### config.mk
export PLATFORM = sky130hd
export DESIGN_NAME = solver_dispatcher
export DESIGN_NICKNAME = d
export VERILOG_FILES = /design/src/rtl/solver_dispatcher_pkg.sv /design/src/rtl/solver_dispatcher_cycle_timer.sv /design/src/rtl/solver_dispatcher.sv
export SDC_FILE = /design/constraint.sdc
export NUM_CORES = 1
export LEC_CHECK = 0
export CAP_MARGIN = 20
export CELL_PAD_IN_SITES_DETAIL_PLACEMENT = 1
export CELL_PAD_IN_SITES_GLOBAL_PLACEMENT = 1
export CORE_UTILIZATION = 35
export DETAILED_ROUTE_END_ITERATION = 10
export HOLD_SLACK_MARGIN = 0.15
export PLACE_DENSITY = 0.82
export SLEW_MARGIN = 20
export SYNTH_ARGS = -nofsm -noshare
export SYNTH_HDL_FRONTEND = slang
export SYNTH_SLANG_ARGS = --single-unit
### constraint.sdc
create_clock -name clk -period 4.5 [get_ports clk]
set_clock_uncertainty 0.2 [all_clocks]
set_input_delay 0.9 -clock clk [delete_from_list [all_inputs] [get_ports clk]]
set_output_delay 0.9 -clock clk [all_outputs]
set_load 0.01 [all_outputs]
### src/rtl/solver_dispatcher_pkg.sv
// Shared definitions for the solver dispatcher: state encoding and default sizing.
package solver_dispatcher_pkg;

  localparam int W_DEF       = 8;
  localparam int TIMEOUT_DEF = 16;
  localparam int CW_DEF      = 8;

  typedef enum logic [2:0] {
    ST_IDLE  = 3'd0,
    ST_START = 3'd1,
    ST_WAIT  = 3'd2,
    ST_CLEAR = 3'd3,
    ST_OUT   = 3'd4
  } state_e;

endpackage

### src/rtl/solver_dispatcher_cycle_timer.sv
// Up-counting wait timer; terminal flags the last permitted WAIT cycle (count == TIMEOUT-1).
module solver_dispatcher_cycle_timer
  import solver_dispatcher_pkg::*;
#(
  parameter int TIMEOUT = TIMEOUT_DEF
) (
  input  logic clk,
  input  logic rst,
  input  logic clear,
  input  logic enable,
  output logic terminal
);

  localparam int TW = (TIMEOUT > 1) ? $clog2(TIMEOUT) : 1;

  logic [TW-1:0] count_q, count_d;

  always_comb begin
    count_d = count_q;
    if (clear)       count_d = '0;
    else if (enable) count_d = count_q + TW'(1);
  end

  always_ff @(posedge clk or posedge rst) begin
    if (rst) count_q <= '0;
    else     count_q <= count_d;
  end

  assign terminal = (count_q == TW'(TIMEOUT - 1));

endmodule

### src/rtl/solver_dispatcher.sv
// Host-side initiator for the expression solver: load operand, start, wait with
// timeout, capture result, reset solver, hand result downstream.
//
// state | meaning
// IDLE  | ready for a new operand
// START | one-cycle solver start pulse
// WAIT  | waiting for completed, timer running
// CLEAR | one-cycle solver reset after capture/abort
// OUT   | result presented until downstream accepts
module solver_dispatcher
  import solver_dispatcher_pkg::*;
#(
  parameter int W       = W_DEF,
  parameter int TIMEOUT = TIMEOUT_DEF,
  parameter int CW      = CW_DEF
) (
  input  logic          clk,
  input  logic          rst,
  input  logic          in_valid,
  output logic          in_ready,
  input  logic [W-1:0]  in_x,
  output logic [W-1:0]  sol_x,
  output logic          sol_start,
  input  logic          sol_completed,
  input  logic [W-1:0]  sol_result,
  output logic          sol_rst,
  output logic          out_valid,
  input  logic          out_ready,
  output logic [W-1:0]  out_result,
  output logic          out_err,
  output logic          busy,
  output logic [CW-1:0] job_count
);

  state_e          state_q, state_d;
  logic [W-1:0]    sol_x_q, sol_x_d;
  logic            sol_start_q, sol_start_d;
  logic            sol_rst_q, sol_rst_d;
  logic            out_valid_q, out_valid_d;
  logic [W-1:0]    out_result_q, out_result_d;
  logic            out_err_q, out_err_d;
  logic [CW-1:0]   job_count_q, job_count_d;
  logic            timer_terminal;

  // Timer only runs in WAIT and is held at zero everywhere else.
  solver_dispatcher_cycle_timer #(.TIMEOUT(TIMEOUT)) u_timer (
    .clk      (clk),
    .rst      (rst),
    .clear    (state_q != ST_WAIT),
    .enable   (state_q == ST_WAIT),
    .terminal (timer_terminal)
  );

  always_comb begin
    state_d      = state_q;
    sol_x_d      = sol_x_q;
    sol_start_d  = 1'b0;
    sol_rst_d    = 1'b0;
    out_valid_d  = out_valid_q;
    out_result_d = out_result_q;
    out_err_d    = out_err_q;
    job_count_d  = job_count_q;
    case (state_q)
      ST_IDLE: begin
        if (in_valid) begin
          sol_x_d     = in_x;
          sol_start_d = 1'b1;
          state_d     = ST_START;
        end
      end
      ST_START: state_d = ST_WAIT;
      ST_WAIT: begin
        // Completion takes priority over a timeout landing on the same cycle.
        if (sol_completed) begin
          out_result_d = sol_result;
          out_err_d    = 1'b0;
          job_count_d  = job_count_q + CW'(1);
          sol_rst_d    = 1'b1;
          state_d      = ST_CLEAR;
        end else if (timer_terminal) begin
          out_result_d = '0;
          out_err_d    = 1'b1;
          sol_rst_d    = 1'b1;
          state_d      = ST_CLEAR;
        end
      end
      ST_CLEAR: begin
        out_valid_d = 1'b1;
        state_d     = ST_OUT;
      end
      ST_OUT: begin
        if (out_ready) begin
          out_valid_d = 1'b0;
          state_d     = ST_IDLE;
        end
      end
      default: begin
        out_valid_d = 1'b0;
        state_d     = ST_IDLE;
      end
    endcase
  end

  always_ff @(posedge clk or posedge rst) begin
    if (rst) begin
      state_q      <= ST_IDLE;
      sol_x_q      <= '0;
      sol_start_q  <= 1'b0;
      sol_rst_q    <= 1'b0;
      out_valid_q  <= 1'b0;
      out_result_q <= '0;
      out_err_q    <= 1'b0;
      job_count_q  <= '0;
    end else begin
      state_q      <= state_d;
      sol_x_q      <= sol_x_d;
      sol_start_q  <= sol_start_d;
      sol_rst_q    <= sol_rst_d;
      out_valid_q  <= out_valid_d;
      out_result_q <= out_result_d;
      out_err_q    <= out_err_d;
      job_count_q  <= job_count_d;
    end
  end

  assign in_ready   = (state_q == ST_IDLE);
  assign busy       = (state_q != ST_IDLE);
  assign sol_x      = sol_x_q;
  assign sol_start  = sol_start_q;
  assign sol_rst    = sol_rst_q;
  assign out_valid  = out_valid_q;
  assign out_result = out_result_q;
  assign out_err    = out_err_q;
  assign job_count  = job_count_q;

endmodule

### Word-level counts from Yosys, hierarchy flattened

Index checks and enable logic that the tools add are counted.

| word-level totals | value |
|---|---|
| register bits after elaboration | 35 |

| operators by class | value |
|---|---|
| add/sub/neg operators | 2 |
| equality and inequality tests | 9 |
| mux-type cells | 18 |
| bitwise gates (word level) | 1 |
| reduce and logical (&&, ||, !) cells | 10 |

Operators with widths:

| kind | number |
|---|---|
| $mux W8 | 2 |
| $pmux W3 S5 | 1 |
| $mux W3 | 4 |
| $add A8 B1 Y8 const B | 1 |
| $mux W1 | 8 |
| $mux W4 | 2 |
| $reduce_and A2 Y1 | 4 |
| $eq A3 B2 Y1 const B | 2 |
| $add A4 B1 Y4 const B | 1 |
| $eq A4 B4 Y1 const B | 1 |
| $ne A2 B2 Y1 const B | 2 |
| $reduce_bool A2 Y1 | 2 |
| $eq A3 B1 Y1 const B | 1 |
| $eq A3 B3 Y1 const B | 1 |
| $logic_not A3 Y1 | 1 |
| $ne A3 B2 Y1 const B | 1 |
| $ne A3 B3 Y1 const B | 1 |
| $pmux W1 S3 | 1 |
| $reduce_and A3 Y1 | 1 |
| $reduce_bool A3 Y1 | 1 |
| $reduce_or A3 Y1 | 1 |
| $not A1 Y1 | 1 |

### Logic depth before layout (Yosys ltp)

Gate-level depths: netlist (run 1).

| logic depth | value |
|---|---|
| word-level depth | 4 |
| mapped depth | 6 |

### Cells and area by module

A second synthesis (run 1) with hierarchy kept.

| second synthesis, totals | value |
|---|---|
| cells, all modules | 111 |
| area, all modules | 1,493.9 sq um |

By module, submodules not included:

| module | times used | cells an instance | area each (sq um) | sequential area each (sq um) |
|---|---|---|---|---|
| solver_dispatcher | 1 | 93 | 1,291.2 | 775.7 |
| solver_dispatcher_cycle_timer | 1 | 18 | 202.7 | 100.1 |

### Worst setup path before layout (run 1)

Ideal clock, no wire load.

| timing | value |
|---|---|
| kind | reg-to-output |
| start point | reg state_q[2] |
| end point | out in_ready |
| data arrival time | 962 ps |
| required time | 3,400 ps |
| slack | 2,438 ps |
| stages on the path, launching flop included | 4 |
| path through | dfrtp_1 buf_6 or3_4 inv_2 |

| on the way | value |
|---|---|
| longest elaborated chain between the ends | 1 |

RTL lines:

| what | line | text |
|---|---|---|
| from (decl) | solver_dispatcher.sv:35 | `state_e state_q, state_d;` |
| from (signal assigned) | solver_dispatcher.sv:115 | `state_q <= state_d;` |
| $logic_not A3 Y1 | solver_dispatcher.sv:126 | `assign in_ready = (state_q == ST_IDLE);` |
| to (decl) | solver_dispatcher.sv:20 | `output logic in_ready,` |

No other way between the ends.

### Final worst setup path (run 1)

Same ends and word-level chain as after synthesis.

==> metrics.csv, run 1 <==
stage,metric,value,unit
synth,mapped cell area,1493,sq um
global_routing,largest net degree at the start of global routing,21,
synth,Post-synth top cells,"dfrtp_1 (35), nand2_1 (23), o21ai_0 (11), xnor2_1 (9), mux2_4 (8)",
setup_path,CP max FO,9,
setup_path,Setup crit end kind,output pin,
timing,Pins Over Slew Limit,0,
finish,Final #Nets,199,
floorplanning,core area,4058,sq um
setup_path,CP Class,reg -> out,
timing,Worst-Margin Slew,0.7702,ns
timing,final setup vio count,0,
cts,post_cts resized,0,
routing,routed length per instance,16.18,um
worst_hold_path,Worst Hold Class,reg -> reg,
timing,Hold WS,0.2685,ns
cts,CTS tree,yes,
power,Clock power frac,0.208,
placed_design,I/O Buffers,50,
synth,cells after synthesis,124,
synth,top-count cell post-synth,dfrtp_1,
power,leakage,0.9231,nW
setup_path,Worst EP arrival,1.75,ns
power,pwr/cell area,661.7,nW/um^2
placed_design,"worst slack, placed",1.879,ns
setup_path,slowest CP cell,clkdlybuf4s50_1,
synth,"Seq/Total Area, Yosys",0.5868,
finish,area delta synth->final,42.16,%
synth,YS warnings,0,
routing,drt drc,0,
synth,top post-synthesis cells by area,"dfrtp_1 (59%), mux2_4 (8.0%), nand2_1 (5.8%)",
placed_design,routability cong.,0.7685,
floorplanning,die area,4530,sq um
cts,Worst-path clk slew,0.07,ns
timing,Rel. slew slack,0.4860,
timing,TNS Setup,0,ns
power,Total Power,1.404,mW
cts,clk root buf,clkbuf_8,
cts,maximum root-to-sink buffer count,2,
timing,fin crit period,2.850,ns
power,Sw Pwr,454.5,uW
setup_path,"CP delay by family, top",buffers and inverters,
cts,CTS Hold Bufs,0,
timing,fmax,350.8,MHz
outcome,status,"finished, final reports clean",
floorplanning,num ports,51,
setup_path,"Buf+Inv Stages, Crit Path",2,
placed_design,hpwl dp,2.775,mm
power,Max IR drop VDD,0.0002574,V
global_routing,first-pass GRT wire length,5.892,mm
setup_path,crit path launch type,flop,
synth,Async SR Flop Fraction,1.000,
global_routing,number of global-route vias before repair,1202,
synth,"Distinct cells, synth",29,
cts,Clock Latency Late Sink,0.28,ns
routing,Vias/cell,4.877,
finish,# diodes,0,
finish,final core area utilization,0.5230,
power,cell-internal power,949.7,uW
timing,Final Cycle Share,0.6334,
global_routing,overflow left after global routing,0,
floorplanning,row cnt,23,
floorplanning,Initial Util,0.3679,
finish,layout cells sized above 1,0.1299,
cts,H-tree Lvls,2,
cts,Num Clock Sinks,35,
synth,Avg Inst Size Synth,12.04,sq um
routing,drt first pass iters,4,
synth,number of enable flip-flop cells after synthesis,0,
timing,unrepaired setup endpoints after global routing,false,
routing,via count,1107,
routing,Antenna Violating Nets Remaining,0,
synth,leading area contributor after synthesis,dfrtp_1,
timing,Final WS setup,1.650,ns
routing,initial DRC count,39,
setup_path,CP max stage delay,0.52,ns
routing,DRT Wirelength,3.673,mm
global_routing,initial antenna violation count,0,
power,Flop pwr share,0.382,
timing,Fin. Hold Viols,0,
global_routing,GRT Resource Usage Total,0.1845,
job,Max-Cap Viols,0,
setup_path,crit-path cells,or3_4 -> inv_2 -> clkdlybuf4s50_1,
synth,post-synth top area share,0.5868,
cts,TritonCTS buffer count,5,
synth,Synth Register Bits,35,
synth,Syn Nets,147,
floorplanning,Die Y,67.31,um
floorplanning,die width,67.31,um
synth,"Top FF cell, synth",dfrtp_1,
power,combinational power share,0.410,
power,Sw Share,0.3237,
setup_path,CP required,3.40,ns
cts,Setup Buffers After CTS,0,
[state kept, by name (all words and copies together), names as in the netlist]
name,flops
job_count,8
out_result,8
sol_x,8
u_timer.count_q,4
state_q,3
out_err,1
out_valid,1
sol_rst,1
sol_start,1
[worst paths after layout]
kind,to,cells past startpoint,start,slack (ns)
worst min-delay path,u_timer.count_q[0],1,u_timer.count_q[0],0.27
worst max register to register,sol_x[1],4,state_q[2],2.67
min in group asynchronous,out_result[0],2,rst,0.86
worst min register to register,u_timer.count_q[0],1,u_timer.count_q[0],0.27
max in group asynchronous,state_q[2],3,rst,2.53
worst max-delay path,in_ready,3,state_q[2],1.65
[metrics by stage]
stage               std cells  area, sq um
floorplan                 124         1493
global placement          219         2004
detailed placement        219         2004
CTS                       227         2122
global route              227         2122
finish                    227         2122
[layout by cell type, fill, tap and decap left out, types with 2 or more instances in the layout]
master / instances
a21oi_1: 2
and3_1: 2
clkbuf_8: 6
clkdlybuf4s50_1: 50
dfrtp_1: 35
ha_1: 2
inv_1: 2
mux2_4: 8
nand2_1: 23
nand3_1: 3
nand4_1: 4
nor2_1: 5
o21ai_0: 11
xnor2_1: 9
[area by class of cell]
class / count / area [sq um]
clock buffer: 6 / 82.58
clock inverter: 2 / 35.03
fill: 433 / 1936
inverter: 3 / 11.26
multi-input combinational: 80 / 546.8
sequential: 35 / 875.8
tap: 50 / 62.56
timing repair buffer: 51 / 508.0
[kinds of logic (layout without fill, tap and decap cells)]
kind of cell,Yosys count,count (layout),share of synthesized area
simple gates,45,45,0.1576
fa+ha+maj,2,2,0.01676
xor+xnor,10,10,0.05868
buf+inv,9,62,0.04694
compound gates,15,15,0.05281
flops,35,35,0.5868
mux,8,8,0.08047
[layer usage]
layer,global-route usage,vias to the layer above,part of all wire
li1,-,520,-
met2,0.3038,39,0.50
met4,0.06915,0,0.012
met3,0.06757,4,0.059
met5,0,-,0
met1,0.2190,544,0.43
[power by group through the flow]
| stage | Combinational [mW] | Clock (mW) | Sequential (mW) |
|---|---|---|---|
| finish | 0.576 | 0.292 | 0.537 |
| global route | 0.624 | 0.315 | 0.555 |
| CTS | 0.587 | 0.298 | 0.538 |
| detailed placement | 0.582 | 0 | 0.543 |
| global placement | 0.558 | 0 | 0.529 |
| floorplan | 0.298 | 0 | 0.550 |
Note: power is estimated with default switching activity, not from simulation.
==> run 2: changes to the inputs <==
--- a/config.mk
+++ b/config.mk
@@ -8,10 +8,10 @@
 export CAP_MARGIN = 20
 export CELL_PAD_IN_SITES_DETAIL_PLACEMENT = 1
 export CELL_PAD_IN_SITES_GLOBAL_PLACEMENT = 1
-export CORE_UTILIZATION = 35
+export CORE_UTILIZATION = 34
 export DETAILED_ROUTE_END_ITERATION = 10
 export HOLD_SLACK_MARGIN = 0.15
-export PLACE_DENSITY = 0.82
+export PLACE_DENSITY = 0.8
 export SLEW_MARGIN = 20
 export SYNTH_ARGS = -nofsm -noshare
 export SYNTH_HDL_FRONTEND = slang
==> constraint.sdc (replaced) <==
create_clock -name clk -period 2.7 [get_ports clk]
set_clock_uncertainty 0.2 [all_clocks]
set_input_delay 0.54 -clock clk [delete_from_list [all_inputs] [get_ports clk]]
set_output_delay 0.54 -clock clk [all_outputs]
set_load 0.01 [all_outputs]
==> metrics.csv, run 2 (synthesis results as in run 1) <==
stage,metric,value,unit,change
outcome,status,"finished, final reports clean",,
routing,drt drc,0,,unchanged
timing,final setup vio count,0,,unchanged
cts,Clock Latency Late Sink,0.29,ns,about the same
finish,layout cells sized above 1,0.1299,,unchanged
floorplanning,die area,4659,sq um,+2.9%
placed_design,dpl cells,219,,unchanged
setup_path,CP max stage delay,0.52,ns,about the same
setup_path,Setup crit end kind,output pin,,
cts,Worst-path clk slew,0.07,ns,about the same
global_routing,overflow left after global routing,0,,unchanged
timing,Rel. slew slack,0.6127,,+0.1267
timing,Worst-Margin Slew,0.5776,ns,-0.1926 ns
global_routing,GRT Resource Usage Total,0.1815,,-0.003007
routing,routed length per instance,16.36,um,+1.1%
setup_path,Critical R2R Launch,state_q[0],,
finish,area delta synth->final,42.16,%,unchanged
setup_path,Worst R2R Path Depth,4,,unchanged
setup_path,slowest CP cell,clkdlybuf4s50_1,,
timing,fin crit period,2.498,ns,
global_routing,number of global-route vias before repair,1187,,-1.2%
finish,most frequent cells in the layout,"clkdlybuf4s50_1 (50), dfrtp_1 (35), nand2_1 (23)",,
timing,unrepaired setup endpoints after global routing,false,,
cts,clk root buf,clkbuf_8,,
finish,Final #Nets,199,,unchanged
power,Clock power frac,0.210,,+0.002
cts,TritonCTS buffer count,5,,unchanged
global_routing,initial antenna violation count,0,,unchanged
setup_path,reg2reg end,sol_x[2],,
routing,Vias/cell,4.969,,+1.9%
placed_design,I/O Buffers,50,,unchanged
floorplanning,num ports,51,,unchanged
floorplanning,die width,68.26,um,+1.4%
timing,Pins Over Slew Limit,0,,unchanged
setup_path,R2R Setup Slk,0.87,ns,-1.80 ns
global_routing,first-pass GRT wire length,5.906,mm,+0.24%
timing,TNS Setup,0,ns,unchanged
placed_design,hpwl dp,2.648,mm,-4.6%
setup_path,"Buf+Inv Stages, Crit Path",2,,unchanged
cts,CTS Hold Bufs,0,,unchanged
routing,via count,1128,,+1.9%
cts,Setup Buffers After CTS,0,,unchanged
worst_hold_path,Worst Hold Class,reg -> reg,,
floorplanning,Die Y,68.26,um,+1.4%
setup_path,crit path launch type,flop,,
timing,Hold WS,0.2750,ns,+0.006441 ns
setup_path,cell depth of the worst setup path,3,,unchanged
power,Flop pwr share,0.383,,about the same
setup_path,CP max FO,9,,unchanged
power,Sw Share,0.3249,,+0.001263
setup_path,"CP delay by family, top",buffers and inverters,,
worst_hold_path,Hold Crit Depth,1,,unchanged
placed_design,routability cong.,0.7745,,+0.78%
power,Sw Pwr,761.7,uW,+68%
worst_hold_path,hold endpoint,u_timer.count_q[0],,
cts,maximum root-to-sink buffer count,2,,unchanged
timing,Fin. Hold Viols,0,,unchanged
power,cell-internal power,1.583,mW,+67%
cts,Num Clock Sinks,35,,unchanged
floorplanning,core area,4115,sq um,+1.4%
placed_design,"worst slack, placed",0.4196,ns,-1.460 ns
cts,CTS tree,yes,,
routing,drt first pass iters,4,,unchanged
routing,DRT Wirelength,3.713,mm,+1.1%
finish,# diodes,0,,unchanged
power,pwr/cell area,1105,nW/um^2,+67%
cts,H-tree Lvls,2,,unchanged
cts,post_cts resized,0,,unchanged
floorplanning,Initial Util,0.3627,,-0.005145
routing,Antenna Violating Nets Remaining,0,,unchanged
setup_path,CP Class,reg -> out,,
timing,fmax,400.3,MHz,
finish,"non-filler cells, final",227,,unchanged
floorplanning,row cnt,23,,unchanged
power,combinational power share,0.407,,-0.003
global_routing,largest net degree at the start of global routing,36,,+71%
setup_path,Worst EP arrival,1.76,ns,about the same
finish,"commonest non-fill, non-tap cell in the layout",clkdlybuf4s50_1,,
power,Max IR drop VDD,0.0003330,V,+29%
timing,Final WS setup,0.2018,ns,-1.448 ns
setup_path,crit-path cells,or3_4 -> inv_2 -> clkdlybuf4s50_1,,
job,Max-Cap Viols,0,,unchanged
power,leakage,0.9231,nW,unchanged
power,Total Power,2.344,mW,+67%
worst_hold_path,Hold Crit Start,u_timer.count_q[0],,
routing,initial DRC count,72,,+85%
setup_path,CP required,1.96,ns,-1.44 ns
timing,Final Cycle Share,0.9253,,
[run 2: cell counts in the layout (fill, tap and decap cells not counted)]
Identical to the previous run, type by type.
[run 2: how the worst max path moves through the flow]
stage	startpoint	endpoint	slack, ns
after detailed placement	sol_completed	out_result[2]	0.42
after floorplan	state_q[2]	sol_x[0]	0.85
final	state_q[0]	in_ready	0.20
after global placement	state_q[2]	in_ready	0.55
after global routing	state_q[2]	in_ready	0.12
after CTS	state_q[0]	in_ready	0.19
[run 2: final cells by class]
cell class                 count  area, sq um
sequential                    35        875.8
fill                         426         1993
clock inverter                 2        35.03
clock buffer                   6        82.58
timing repair buffer          51        508.0
multi-input combinational     80        546.8
inverter                       3        11.26
tap                           50        62.56
[run 2: worst register-to-register path, stage by stage, from the launching register on]
cell and delay [ns]:
dfrtp_1 0.47, or3_4 0.41, inv_2 0.07, and2_4 0.25
mux2_4 0.33
[run 2: per-layer routing]
layer / global-route usage / share of wire / routed length (um) / vias up
li1: - / - / - / 518
met1: 0.2132 / 0.41 / 1515 / 570
met2: 0.2990 / 0.53 / 1968 / 35
met3: 0.05667 / 0.044 / 163 / 5
met4: 0.08594 / 0.018 / 65 / 0
met5: 0 / 0 / 0 / -
[run 2: power groups by stage]
stage / Clock, mW / Sequential, mW / Combinational (mW)
detailed placement: 0 / 0.904 / 0.965
global route: 0.528 / 0.926 / 1.04
CTS: 0.502 / 0.900 / 0.970
floorplan: 0 / 0.916 / 0.497
global placement: 0 / 0.879 / 0.925
finish: 0.492 / 0.899 / 0.953
[run 2: stage by stage]
| stage | utilization | area, sq um |
|---|---|---|
| after CTS | 0.5157 | 2122 |
| after global routing | 0.5157 | 2122 |
| after global placement | 0.4871 | 2004 |
| after floorplan | - | 1493 |
| after detailed placement | 0.4871 | 2004 |
| final | 0.5157 | 2122 |
